--- src/rtl/gpr_bus_pkg.sv ---
// Shared constants and enumerations for the GPR bus transfer sequencer.
package gpr_bus_pkg;

  localparam int GPR_NUM_REGS = 8;
  localparam int GPR_DATA_W   = 16;
  localparam int GPR_IDX_W    = 3;

  typedef enum logic [1:0] {
    OP_MOV  = 2'd0,
    OP_INC  = 2'd1,
    OP_DEC  = 2'd2,
    OP_ZERO = 2'd3
  } op_e;

  typedef enum logic [1:0] {
    IDLE  = 2'd0,
    READ  = 2'd1,
    WRITE = 2'd2
  } state_e;

endpackage

--- src/rtl/gpr_transfer_sequencer_if.sv ---
// Request and GPR bus signals between decoder, sequencer and register bank.
// The carry signal exists only when GPR_XFER_CARRY_EN is defined.
interface gpr_transfer_sequencer_if #(
  parameter int NUM_REGS = gpr_bus_pkg::GPR_NUM_REGS,
  parameter int DATA_W   = gpr_bus_pkg::GPR_DATA_W
);
  import gpr_bus_pkg::*;

  logic                    req_valid;
  logic                    req_ready;
  logic [GPR_IDX_W-1:0]    req_src;
  logic [GPR_IDX_W-1:0]    req_dst;
  logic [1:0]              req_op;
  logic [NUM_REGS-1:0]     RA;
  logic [DATA_W-1:0]       A_bus;
  logic [NUM_REGS-1:0]     SR;
  logic [DATA_W-1:0]       S_bus;
  logic                    busy;
  logic                    done;
`ifdef GPR_XFER_CARRY_EN
  logic                    carry;
`endif

  modport master (
    input  req_valid, req_src, req_dst, req_op, A_bus,
    output req_ready, RA, SR, S_bus, busy, done
`ifdef GPR_XFER_CARRY_EN
    , output carry
`endif
  );

  modport slave (
    output req_valid, req_src, req_dst, req_op, A_bus,
    input  req_ready, RA, SR, S_bus, busy, done
`ifdef GPR_XFER_CARRY_EN
    , input carry
`endif
  );

endinterface

--- src/rtl/reg_sel_decoder.sv ---
// Register index to one-hot select; all-zero when disabled or index out of range.
module reg_sel_decoder #(
  parameter int NUM_REGS = 8,
  parameter int IDX_W    = 3
) (
  input  logic                en,
  input  logic [IDX_W-1:0]    idx,
  output logic [NUM_REGS-1:0] onehot
);

  always_comb begin
    onehot = '0;
    if (en && (32'(idx) < NUM_REGS)) begin
      onehot = NUM_REGS'(1) << idx;
    end
  end

endmodule

--- src/rtl/gpr_transfer_sequencer.sv ---
// GPR register-to-register transfer initiator: A-bus read, unary op, S-bus store.
// Optional carry output enabled by defining GPR_XFER_CARRY_EN.
//
// state | meaning
// IDLE  | ready for a request; RA/SR/S_bus low
// READ  | RA selects source; A_bus result staged for the store
// WRITE | SR strobes destination with S_bus; done follows
module gpr_transfer_sequencer
  import gpr_bus_pkg::*;
#(
  parameter int NUM_REGS = GPR_NUM_REGS,
  parameter int DATA_W   = GPR_DATA_W
) (
  input logic                      CLK,
  input logic                      CLR,
  gpr_transfer_sequencer_if.master bus
);

  state_e               state;
  op_e                  op_q;
  op_e                  req_op;
  logic [GPR_IDX_W-1:0] dst_q;
  logic [GPR_IDX_W-1:0] sr_idx;
  logic [NUM_REGS-1:0]  ra_q, sr_q, ra_hot, sr_hot;
  logic [DATA_W-1:0]    s_bus_q;
  logic                 ready_q, busy_q, done_q;
  logic                 accept;
`ifdef GPR_XFER_CARRY_EN
  logic                 carry_q;
`endif

  function automatic logic [DATA_W-1:0] apply_op(op_e op, logic [DATA_W-1:0] v);
    case (op)
      OP_MOV:  return v;
      OP_INC:  return v + DATA_W'(1);
      OP_DEC:  return v - DATA_W'(1);
      default: return '0;
    endcase
  endfunction

  assign req_op = op_e'(bus.req_op);
  assign accept = ready_q && bus.req_valid;
  // Selects are decoded one cycle ahead and registered, so the SR decoder
  // looks at the incoming request in IDLE and at the latched one in READ.
  assign sr_idx = (state == IDLE) ? bus.req_dst : dst_q;

  reg_sel_decoder #(.NUM_REGS(NUM_REGS), .IDX_W(GPR_IDX_W)) u_ra_dec (
    .en     (accept && (req_op != OP_ZERO)),
    .idx    (bus.req_src),
    .onehot (ra_hot)
  );

  reg_sel_decoder #(.NUM_REGS(NUM_REGS), .IDX_W(GPR_IDX_W)) u_sr_dec (
    .en     ((accept && (req_op == OP_ZERO)) || (state == READ)),
    .idx    (sr_idx),
    .onehot (sr_hot)
  );

  always_ff @(posedge CLK) begin
    if (!CLR) begin
      state   <= IDLE;
      op_q    <= OP_MOV;
      dst_q   <= '0;
      ra_q    <= '0;
      sr_q    <= '0;
      s_bus_q <= '0;
      ready_q <= 1'b1;
      busy_q  <= 1'b0;
      done_q  <= 1'b0;
`ifdef GPR_XFER_CARRY_EN
      carry_q <= 1'b0;
`endif
    end else begin
      ra_q    <= ra_hot;
      sr_q    <= sr_hot;
      s_bus_q <= '0;
      done_q  <= 1'b0;
      case (state)
        IDLE: begin
          if (accept) begin
            dst_q   <= bus.req_dst;
            op_q    <= req_op;
            ready_q <= 1'b0;
            busy_q  <= 1'b1;
            state   <= (req_op == OP_ZERO) ? WRITE : READ;
          end
        end
        READ: begin
          s_bus_q <= apply_op(op_q, bus.A_bus);
          state   <= WRITE;
        end
        WRITE: begin
          state   <= IDLE;
          ready_q <= 1'b1;
          busy_q  <= 1'b0;
          done_q  <= 1'b1;
`ifdef GPR_XFER_CARRY_EN
          // Wrap is visible in the stored result: INC landed on 0, DEC on all-ones.
          carry_q <= ((op_q == OP_INC) && (s_bus_q == '0)) ||
                     ((op_q == OP_DEC) && (s_bus_q == '1));
`endif
        end
        default: begin
          state   <= IDLE;
          ready_q <= 1'b1;
          busy_q  <= 1'b0;
        end
      endcase
    end
  end

  assign bus.req_ready = ready_q;
  assign bus.RA        = ra_q;
  assign bus.SR        = sr_q;
  assign bus.S_bus     = s_bus_q;
  assign bus.busy      = busy_q;
  assign bus.done      = done_q;
`ifdef GPR_XFER_CARRY_EN
  assign bus.carry     = carry_q;
`endif

endmodule

--- src/flat_wrapper.sv ---
// flat-port wrapper written by rule: the top's interface ports become plain ports
module gpr_transfer_sequencer_flat import gpr_bus_pkg::*;
#(
  parameter int NUM_REGS = GPR_NUM_REGS,
  parameter int DATA_W   = GPR_DATA_W
)
  (CLK, CLR, bus_req_valid, bus_req_src, bus_req_dst, bus_req_op, bus_A_bus, bus_req_ready, bus_RA, bus_SR, bus_S_bus, bus_busy, bus_done);
  gpr_transfer_sequencer_if #(.NUM_REGS(NUM_REGS), .DATA_W(DATA_W)) bus_i ();
  input logic CLK;
  input logic CLR;
  input wire logic [$bits(bus_i.req_valid)-1:0] bus_req_valid;
  input wire logic [$bits(bus_i.req_src)-1:0] bus_req_src;
  input wire logic [$bits(bus_i.req_dst)-1:0] bus_req_dst;
  input wire logic [$bits(bus_i.req_op)-1:0] bus_req_op;
  input wire logic [$bits(bus_i.A_bus)-1:0] bus_A_bus;
  output wire logic [$bits(bus_i.req_ready)-1:0] bus_req_ready;
  output wire logic [$bits(bus_i.RA)-1:0] bus_RA;
  output wire logic [$bits(bus_i.SR)-1:0] bus_SR;
  output wire logic [$bits(bus_i.S_bus)-1:0] bus_S_bus;
  output wire logic [$bits(bus_i.busy)-1:0] bus_busy;
  output wire logic [$bits(bus_i.done)-1:0] bus_done;
  assign bus_i.req_valid = bus_req_valid;
  assign bus_i.req_src = bus_req_src;
  assign bus_i.req_dst = bus_req_dst;
  assign bus_i.req_op = bus_req_op;
  assign bus_i.A_bus = bus_A_bus;
  assign bus_req_ready = bus_i.req_ready;
  assign bus_RA = bus_i.RA;
  assign bus_SR = bus_i.SR;
  assign bus_S_bus = bus_i.S_bus;
  assign bus_busy = bus_i.busy;
  assign bus_done = bus_i.done;
  gpr_transfer_sequencer #(.NUM_REGS(NUM_REGS), .DATA_W(DATA_W)) u_core (.CLK(CLK), .CLR(CLR), .bus(bus_i));
endmodule
--- config.mk ---
export PLATFORM = sky130hd
export DESIGN_NAME = gpr_transfer_sequencer_flat
export DESIGN_NICKNAME = d
export VERILOG_FILES = /design/src/rtl/gpr_bus_pkg.sv /design/src/rtl/gpr_transfer_sequencer_if.sv /design/src/rtl/reg_sel_decoder.sv /design/src/rtl/gpr_transfer_sequencer.sv /design/src/flat_wrapper.sv
export SDC_FILE = /design/constraint.sdc
export NUM_CORES = 1
export LEC_CHECK = 0
export CORE_MARGIN = 1
export CORE_UTILIZATION = 50
export CTS_CLUSTER_SIZE = 12
export DETAILED_ROUTE_END_ITERATION = 12
export GPL_TIMING_DRIVEN = 0
export PLACE_DENSITY = 0.8
export SYNTH_ARGS = -nofsm -noshare
export SYNTH_HDL_FRONTEND = slang
export SYNTH_SLANG_ARGS = --single-unit
--- constraint.sdc ---
create_clock -name CLK -period 8.2 [get_ports CLK]
set_input_delay 2.46 -clock CLK [delete_from_list [all_inputs] [get_ports CLK]]
set_output_delay 2.46 -clock CLK [all_outputs]
set_load 0.005 [all_outputs]
# Yosys cells after proc, flatten, opt, wreduce, memory -nomap -nowiden
# Cells that the tools add are included.
totals:
  wordCells: 42
  register_bits: 42
  in_bits: 27
classes:
  n_mux: 10
  addsub: 2
  n_bitwise: 1
  shifts: 2
  n_reduce_logical: 11
  eq_ne: 7
ops:
  columns: ["op", "n"]
  rows:
  - ["one-hot mux 16 bit (3 select lines)", 1]
  - ["adder 16 x 1 -> 16 bit, second input constant", 1]
  - ["left shift 1 x 3 -> 8 bit, first input constant", 2]
  - ["subtractor 16 x 1 -> 16 bit, second input constant", 1]
  - ["AND reduction 2 bit", 5]
  - ["equality test 2 bit, second input constant", 3]
  - ["equality test 2 x 1 -> 1 bit, second input constant", 2]
  - ["zero test 2 bit", 2]
  - ["2-to-1 mux 2 bit", 2]
  - ["one-hot mux 1 bit (2 select lines)", 2]
  - ["one-hot mux 2 bit (2 select lines)", 1]
  - ["logical AND 1 bit", 3]
  - ["2-to-1 mux 1 bit", 3]
  - ["2-to-1 mux 3 bit", 1]
  - ["!= test 2 x 1 -> 1 bit, second input constant", 1]
  - ["!= test 2 bit, second input constant", 1]
  - ["logical OR 1 bit", 1]
  - ["NOT 1 bit", 1]

# Logic depth before layout (Yosys ltp)
# Gate-level depths: netlist (run 1).
depth:
  word_depth: 4
  depth_mapped: 15
  mapped_depth_nobuf: 11

# Hierarchy
# From an unflattened synthesis (run 1), not the netlist that was laid out.
unflattened:
  hier_cells: 324
  hier_area_um2: 2713.9
by_module_without_submodules:
  columns: ["mod", "area_per_inst_um2", "seq_area_each_um2", "n_inst", "cells_per_inst"]
  rows:
  - ["gpr_transfer_sequencer", 2523.7, 840.8, 1, 308]
  - ["reg_sel_decoder", 95.1, 0.0, 2, 8]

# Worst setup path after synthesis (run 1)
# Ideal clock, no wire load.
synth_timing:
  path_kind: "input port to flip-flop"
  startpoint: "input port bus_A_bus[1]"
  endpoint: "register u_core.s_bus_q[12] (netlist: u_core.bus.S_bus[12])"
  arrival_ns: 4.232
  required_ns: 8.083
  path_slack_ns: 3.852
  setup_time_ns: 0.117
  stages: 10
  path_cell_list: "buf_2 -> xor2_1 -> ha_1 -> inv_1 -> o32a_1 -> and2_4 -> o311ai_1 -> xnor2_1 -> o21ai_1 -> a22o_1"
synth_between:
  elab_chain_cells: 2
  word_cells_on_any_way: 3
  cone_classes: "2 x add/sub; 1 x mux"
synth_lines:
  columns: ["item", "line", "source"]
  rows:
  - ["from (decl)", "flat_wrapper.sv:15", "input wire logic [$bits(bus_i.A_bus)-1:0] bus_A_bus;"]
  - ["subtractor 16 x 1 -> 16 bit / adder 16 x 1 -> 16 bit (equally long branches)", "gpr_transfer_sequencer.sv:36, gpr_transfer_sequencer.sv:35", null]
  - ["one-hot mux 16 bit (3 select lines) (*)", "gpr_transfer_sequencer.sv:33", "case (op)"]
  - ["to (signal assigned)", "gpr_transfer_sequencer.sv:89", "s_bus_q <= apply_op(op_q, bus.A_bus);"]
  - ["to (decl)", "gpr_transfer_sequencer.sv:25", "logic [DATA_W-1:0] s_bus_q;"]
# Every way passes the cells marked *; elsewhere a longest branch is shown, timed or not.
# A chain may end at the register's enable or synchronous reset.

# Worst setup path in the final report (run 1)
layout_timing:
  startpoint: "input port bus_A_bus[0]"
  endpoint: "register u_core.s_bus_q[12] (netlist: u_core.bus.S_bus[12])"
# The elaborated chain is that of the path after synthesis.

==> results.toml, run 1 <==
[sta]
rsz0062_at_grt = "false"
drv_slew = 0
fin_skew_ps = 6.24
fmax_ghz = 0.222
worstMarginPinSlew_ps = 602
period_share_pct = 54.9
maxSlewHeadroom_pct = 59.9
period_minus_slack_ps = 4500
setup-tns-final_ps = 0
hold_viol = 0
setup_viol = 0

[yosys]
ys_seq_area_share_pct = 31.3
synth_ff_type = "dfxtp_1"
yosys_warnings = 0
netlist_area_um2 = 2690
synthDistinctLibCells = 63
syn_nets = 387
synth_cells = 355
synthArstFlopShare_pct = 0
synth_edf_count = 0
ys_ff_latch = 42
avgSynthCellArea_um2 = 7.56

[drt]
vias = 2769
drc = 0
dr.pass1.iters = 4
drt-total-wl_um = 7040
ant_nets = 0
wl_per_cell_um = 14.4
drtIter0Drc = 180
avgViaCountPerCell = 5.65

[final_layout]
drive_gt1_share_pct = 7.86
final-instance-count-excl-fill = 490
n_fill_cell = 488
area_growth_pct = 29.6
nets = 451
insertedDiodeCount = 0

[floorplan]
die_h_um = 75.3
dieArea_um2 = 5670
die_w_um = 75.3
initial_core_util_pct = 52.2
rows = 26
ios = 62
core_um2 = 5140

[worst_setup_path]
crit_path_end_kind = "flop"
required_ps = 8390
startpoint_type = "input port"
worstSetupPathType = "in2reg"
reg2reg_depth = 15
path_max_fanout = 5
cp_data_arrival_time_ps = 4690

[power]
finalPower_mw = 0.527
vdd_drop_max_mv = 0.165
leakagePower_nw = 1.27
p_per_area_nw_per_um2 = 151

[cts]
clk_root_buffer_cell = "clkbuf_8"
cts_buffer_depth = 2
tritoncts = "yes"
cts-resized-gates = 0
cts_inserted_buffers = 5
insertion_delay_ps = 290
cts_sinks = 42
holdBufCountCts = 0
cts_post_setup_buffers_inserted = 0
cts_max_level = 2
clk_pin_slew_ps = 80

[grt]
grt_pass1_wl_um = 11300
grt_antenna_before_repair = 0
grt_max_degree = 15
grt_pass1_vias = 2375
grt_usage_pct = 26.1
overflow = 0

[status]
outcome = "finished clean"

[place]
io_buffers = 57
place_inst = 482
dp_hpwl_um = 5390
gp_congestion = 0.950

[flow_run]
cap_violations = 0

[worst_hold_path]
min_path_cells = 1
hold_path.class = "reg2reg"
[through the flow]
step / utilization (%) / instance area (um^2) / hold slack [ps] / worst slack (ps)
after floorplan: - / 2690 / 464 / 3850
after global placement: 65.0 / 3340 / 454 / 3410
after detailed placement: 65.0 / 3340 / 462 / 3390
after CTS: 67.7 / 3480 / 486 / 3700
after global routing: 67.7 / 3480 / 504 / 3590
final: 67.7 / 3480 / 486 / 3700
[final timing paths]
path                                     start                               to  slack (ps)
setup / recovery                  bus_A_bus[0]  u_core.bus.S_bus[12]$_SDFF_PN0_        3700
hold / removal    u_core.bus.busy$_SDFFE_PN0P_     u_core.bus.busy$_SDFFE_PN0P_         490
setup reg to reg   u_core.op_q[0]$_SDFFE_PN0P_  u_core.bus.S_bus[12]$_SDFF_PN0_        4550
hold reg to reg   u_core.bus.busy$_SDFFE_PN0P_     u_core.bus.busy$_SDFFE_PN0P_         490
[worst max-delay path: stages]
cell,delay (ps)
clkdlybuf4s50_1,560
ha_1,210
inv_1,50
o32a_1,370
and2_4,200
o311ai_1,390
xnor2_1,190
o21ai_1,80
a22o_1,180
[state kept, by name, summed over array words and instances, names as in the netlist]
| name | count |
|---|---|
| u_core.state | 2 |
| u_core.bus.S_bus | 16 |
| u_core.bus.SR | 8 |
| u_core.bus.done | 1 |
| u_core.bus.RA | 8 |
| u_core.bus.req_ready | 1 |
| u_core.dst_q | 3 |
| u_core.bus.busy | 1 |
| u_core.op_q | 2 |
[synth_stat cells (2+ instances only)]
library cell	instances	share of area, %
a21boi_0	6	1.7
a21o_1	3	0.84
a21oi_1	22	4.1
a22oi_1	7	2.0
a31oi_1	9	2.1
and2_1	4	0.93
and3_1	2	0.47
and3b_1	2	0.65
buf_2	12	2.2
clkbuf_1	14	2.0
dfxtp_1	42	31
ha_1	5	2.3
inv_1	12	1.7
mux2i_1	4	1.5
nand2_1	32	4.5
nand2b_1	8	1.9
nand3_1	8	1.5
nand3b_1	6	1.7
nor2_1	40	5.6
nor2b_1	5	1.2
nor3_1	9	1.7
nor3b_1	3	0.84
o211ai_1	2	0.56
o21a_1	4	1.1
o21ai_0	15	2.8
o21ai_1	10	1.9
o22a_1	4	1.3
o22ai_1	6	1.4
o2bb2ai_1	2	0.65
o311ai_1	2	0.65
o31a_1	3	0.98
o31ai_1	3	0.84
or2_2	3	0.70
or3_1	6	1.4
xnor2_1	9	2.9
xor2_1	4	1.3
[report_power, final]
group / internal, mW / switching, mW
combinational: 0.0535 / 0.0664
sequential: 0.211 / 0.00382
clock: 0.122 / 0.0701
total: 0.386 / 0.140
[placed cells by master (no fill, tap or decap), types with 3 or more instances in the layout]
cell type | netlist | routed
o31ai_1 | 3 | 3
xor2_1 | 4 | 4
o21a_1 | 4 | 4
or3_1 | 6 | 6
a22oi_1 | 7 | 7
nor3b_1 | 3 | 3
o22a_1 | 4 | 4
mux2i_1 | 4 | 4
nand3b_1 | 6 | 6
and2_1 | 4 | 4
o22ai_1 | 6 | 6
nor2_1 | 40 | 40
nand2_1 | 32 | 32
nand3_1 | 8 | 8
o31a_1 | 3 | 3
a21o_1 | 3 | 3
clkdlybuf4s50_1 | 0 | 57
o21ai_0 | 15 | 15
nand2b_1 | 8 | 8
a21boi_0 | 6 | 6
nor3_1 | 9 | 9
o21ai_1 | 10 | 10
ha_1 | 5 | 5
dfxtp_1 | 42 | 42
clkbuf_1 | 14 | 14
nor2b_1 | 5 | 5
a21oi_1 | 22 | 22
xnor2_1 | 9 | 9
clkbuf_8 | 0 | 5
inv_1 | 12 | 12
or2_2 | 3 | 3
a31oi_1 | 9 | 9
buf_2 | 12 | 12
[routing by layer]
metal	wire length (um)	global-route usage [%]
met3	312	4.82
met1	3270	36.4
met5	0	0
met4	103	9.05
met2	3350	40.4
[area by class of cell]
cell class / instances / area (um^2) / share of cell area [%]
Multi-Input combinational cell: 272 / 1670 / 47.9
Clock buffer: 5 / 68.8 / 1.98
Inverter: 13 / 48.8 / 1.40
Sequential cell: 42 / 841 / 24.2
Clock inverter: 3 / 68.8 / 1.98
Tap cell: 70 / 87.6 / 2.52
Timing Repair Buffer: 57 / 571 / 16.4
Buffer: 28 / 129 / 3.70
[cells by family (layout without fill, tap and decap cells)]
| logic type | after synthesis | after routing | synth area share [%] |
|---|---|---|---|
| AO/OA/AOI/OAI | 111 | 111 | 27.3 |
| XOR/XNOR | 13 | 13 | 4.24 |
| adder cells (fa/ha/maj) | 5 | 5 | 2.33 |
| buffers and inverters | 41 | 106 | 6.62 |
| flip-flops | 42 | 42 | 31.3 |
| multiplexers | 5 | 5 | 2.05 |
| AND/OR/NAND/NOR | 138 | 138 | 26.2 |
Power figures use the tool's default switching activity.
==> run 2: changes to the inputs <==
==> constraint.sdc (replaced) <==
create_clock -name CLK -period 4.3 [get_ports CLK]
set_input_delay 1.29 -clock CLK [delete_from_list [all_inputs] [get_ports CLK]]
set_output_delay 1.29 -clock CLK [all_outputs]
set_load 0.005 [all_outputs]
==> results of run 2 <==
The final DEF is identical to that of run 1. Status: finished clean.
Among the figures that moved: setup slack after placement 3390 ps -> 657 ps; setup slack after layout 3700 ps -> 651 ps; start point of the critical path bus_A_bus[0] -> u_core.op_q[0]$_SDFFE_PN0P_; register-to-register setup slack 4550 ps -> 650 ps; total power 0.527 mW -> 1.00 mW; worst IR drop on VDD 0.165 mV -> 0.315 mV
==> run 3: changes to the inputs <==
==> constraint.sdc (replaced) <==
create_clock -name CLK -period 3.8 [get_ports CLK]
set_input_delay 1.14 -clock CLK [delete_from_list [all_inputs] [get_ports CLK]]
set_output_delay 1.14 -clock CLK [all_outputs]
set_load 0.005 [all_outputs]
==> run 3 against run 2 <==
Non-clock buffer count unchanged. Via count up 0.14%. Die area unchanged. Setup slack worse by 360 ps. Sequential power up 13%. Register-to-register slack worse by 360 ps. Fmax up 3.9%. Clock power up 13%. Largest cell class unchanged.
==> results.toml, run 3 (synthesis gave the netlist of run 1 again) <==
[drt]
vias = 2773
avgViaCountPerCell = 5.66
dr.pass1.iters = 5
wl_per_cell_um = 14.6
drc = 0
drtIter0Drc = 166
ant_nets = 0
drt-total-wl_um = 7130

[worst_setup_path]
required_ps = 3990
crit_slowest_cell = "o32a_1"
critical_path_buf_inv_count = 6
worstSetupPathType = "reg2reg"
critPathTopFamily = "buffers and inverters"
rr_startpoint = "u_core.op_q[0]$_SDFFE_PN0P_"
worstPathCellList = "inv_1 > ha_1 > buf_2 > buf_2 > clkbuf_4 > clkbuf_4 > xor2_1 > ha_1 > inv_1 > o32a_1 > and2_4 > o311ai_2 > xnor2_1 > o21ai_1 > a22o_1"
startpoint = "u_core.op_q[0]$_SDFFE_PN0P_"
cp_data_arrival_time_ps = 3700
crit_path_end_kind = "flop"
startpoint_type = "flop"
crit_path_max_incr_delay_ps = 370
path_max_fanout = 10

[cts]
cts_max_level = 2
tritoncts = "yes"
insertion_delay_ps = 290
clk_root_buffer_cell = "clkbuf_8"
clk_pin_slew_ps = 80
holdBufCountCts = 0
cts_buffer_depth = 2
cts_sinks = 42
cts_inserted_buffers = 5

[power]
finalPower_mw = 1.14
power.share.clock_pct = 36.4
leakagePower_nw = 1.27
comb_power_share_pct = 22.9
switching_share_pct = 26.7
p_int_mw = 0.834
p_per_area_nw_per_um2 = 326
pwr-share-seq_pct = 40.7
vdd_drop_max_mv = 0.356
switchingPower_mw = 0.304

[grt]
grt_pass1_wl_um = 11300
met1_usage_pct = 36.4
overflow = 0
grt_pass1_vias = 2375
grt_antenna_before_repair = 0
grt_use_met3_pct = 4.82
grt_max_degree = 15
grtUsageMet2_pct = 40.4
grt_usage_pct = 26.1
top_usage_layer = "met2"

[final_layout]
n_fill_cell = 485
insertedDiodeCount = 0
multiInputGateArea_um2 = 1670
layout_commonest_cell = "clkdlybuf4s50_1"
finish.utilization_pct = 68.0
stdcell_area_um2 = 3490
drive_gt1_share_pct = 8.10
area_growth_pct = 30.1
area.sequential_um2 = 841
largest_reg_flops = 16
final-instance-count-excl-fill = 490
nets = 451
final_cell_mix = "clkdlybuf4s50_1 (57), dfxtp_1 (42), nor2_1 (40)"

[status]
outcome = "finished clean"

[sta]
period_minus_slack_ps = 3510
setup-tns-final_ps = 0
hold_viol = 0
rsz0062_at_grt = "false"
maxSlewHeadroom_pct = 60.6
fmax_ghz = 0.285
setup_viol = 0
drv_slew = 0
period_share_pct = 92.5
worstMarginPinSlew_ps = 591
fin_skew_ps = 6.20

[place]
placed_area_um2 = 3340
dp_hpwl_um = 5390
gp_congestion = 0.950
io_buffers = 57
place_inst = 482

[floorplan]
rows = 26
die_h_um = 75.3
core_um2 = 5140
ios = 62
dieArea_um2 = 5670
die_w_um = 75.3
initial_core_util_pct = 52.2

[flow_run]
cap_violations = 0

[worst_hold_path]
hold_path.class = "reg2reg"
worstHoldStart = "u_core.bus.busy$_SDFFE_PN0P_"
-- run 3: cell count changes in the layout (fill, tap and decap cells not counted) --
cell	previous run	this run
buf_2	12	10
o311ai_1	2	1
clkbuf_4	0	2
o311ai_2	0	1
-- run 3: worst paths after layout --
path / to / slack [ps] / cells after the start
setup / recovery: u_core.bus.S_bus[12]$_SDFF_PN0_ / 290 / 15
hold / removal: u_core.bus.busy$_SDFFE_PN0P_ / 490 / 1
setup reg to reg: u_core.bus.S_bus[12]$_SDFF_PN0_ / 290 / 15
hold reg to reg: u_core.bus.busy$_SDFFE_PN0P_ / 490 / 1
-- run 3: metrics by stage --
stage	hold WS, ps	setup slack, ps
final	486	287
after global routing	504	32.9
after CTS	486	170
after detailed placement	462	188
after global placement	454	215
after floorplan	464	700
-- run 3: per-layer routing --
layer / up-vias / wire length, um
li1: 1395 / -
met1: 1277 / 3240
met2: 89 / 3390
met3: 12 / 367
met4: 0 / 129
met5: - / 0
-- run 3: final cells by class --
class	instances	area share, %
multi-input combinational	272	47.9
sequential	42	24.1
timing repair buffer	57	16.3
buffer	28	3.83
tap	70	2.51
clock buffer	5	1.97
clock inverter	3	1.97
inverter	13	1.40
-- run 3: power by group through the flow --
stage	logic [mW]	registers, mW	clock network, mW
finish	0.261	0.463	0.414
global route	0.288	0.465	0.448
CTS	0.256	0.463	0.422
detailed placement	0.254	0.473	0
global placement	0.248	0.473	0
floorplan	0.164	0.473	0
-- run 3: repair_timing --
| item | CTS | global route |
|---|---|---|
| endpoints found under the setup margin | 0 | 2 |
| resized for setup | 0 | 3 |
| setup buffers | 0 | 0 |
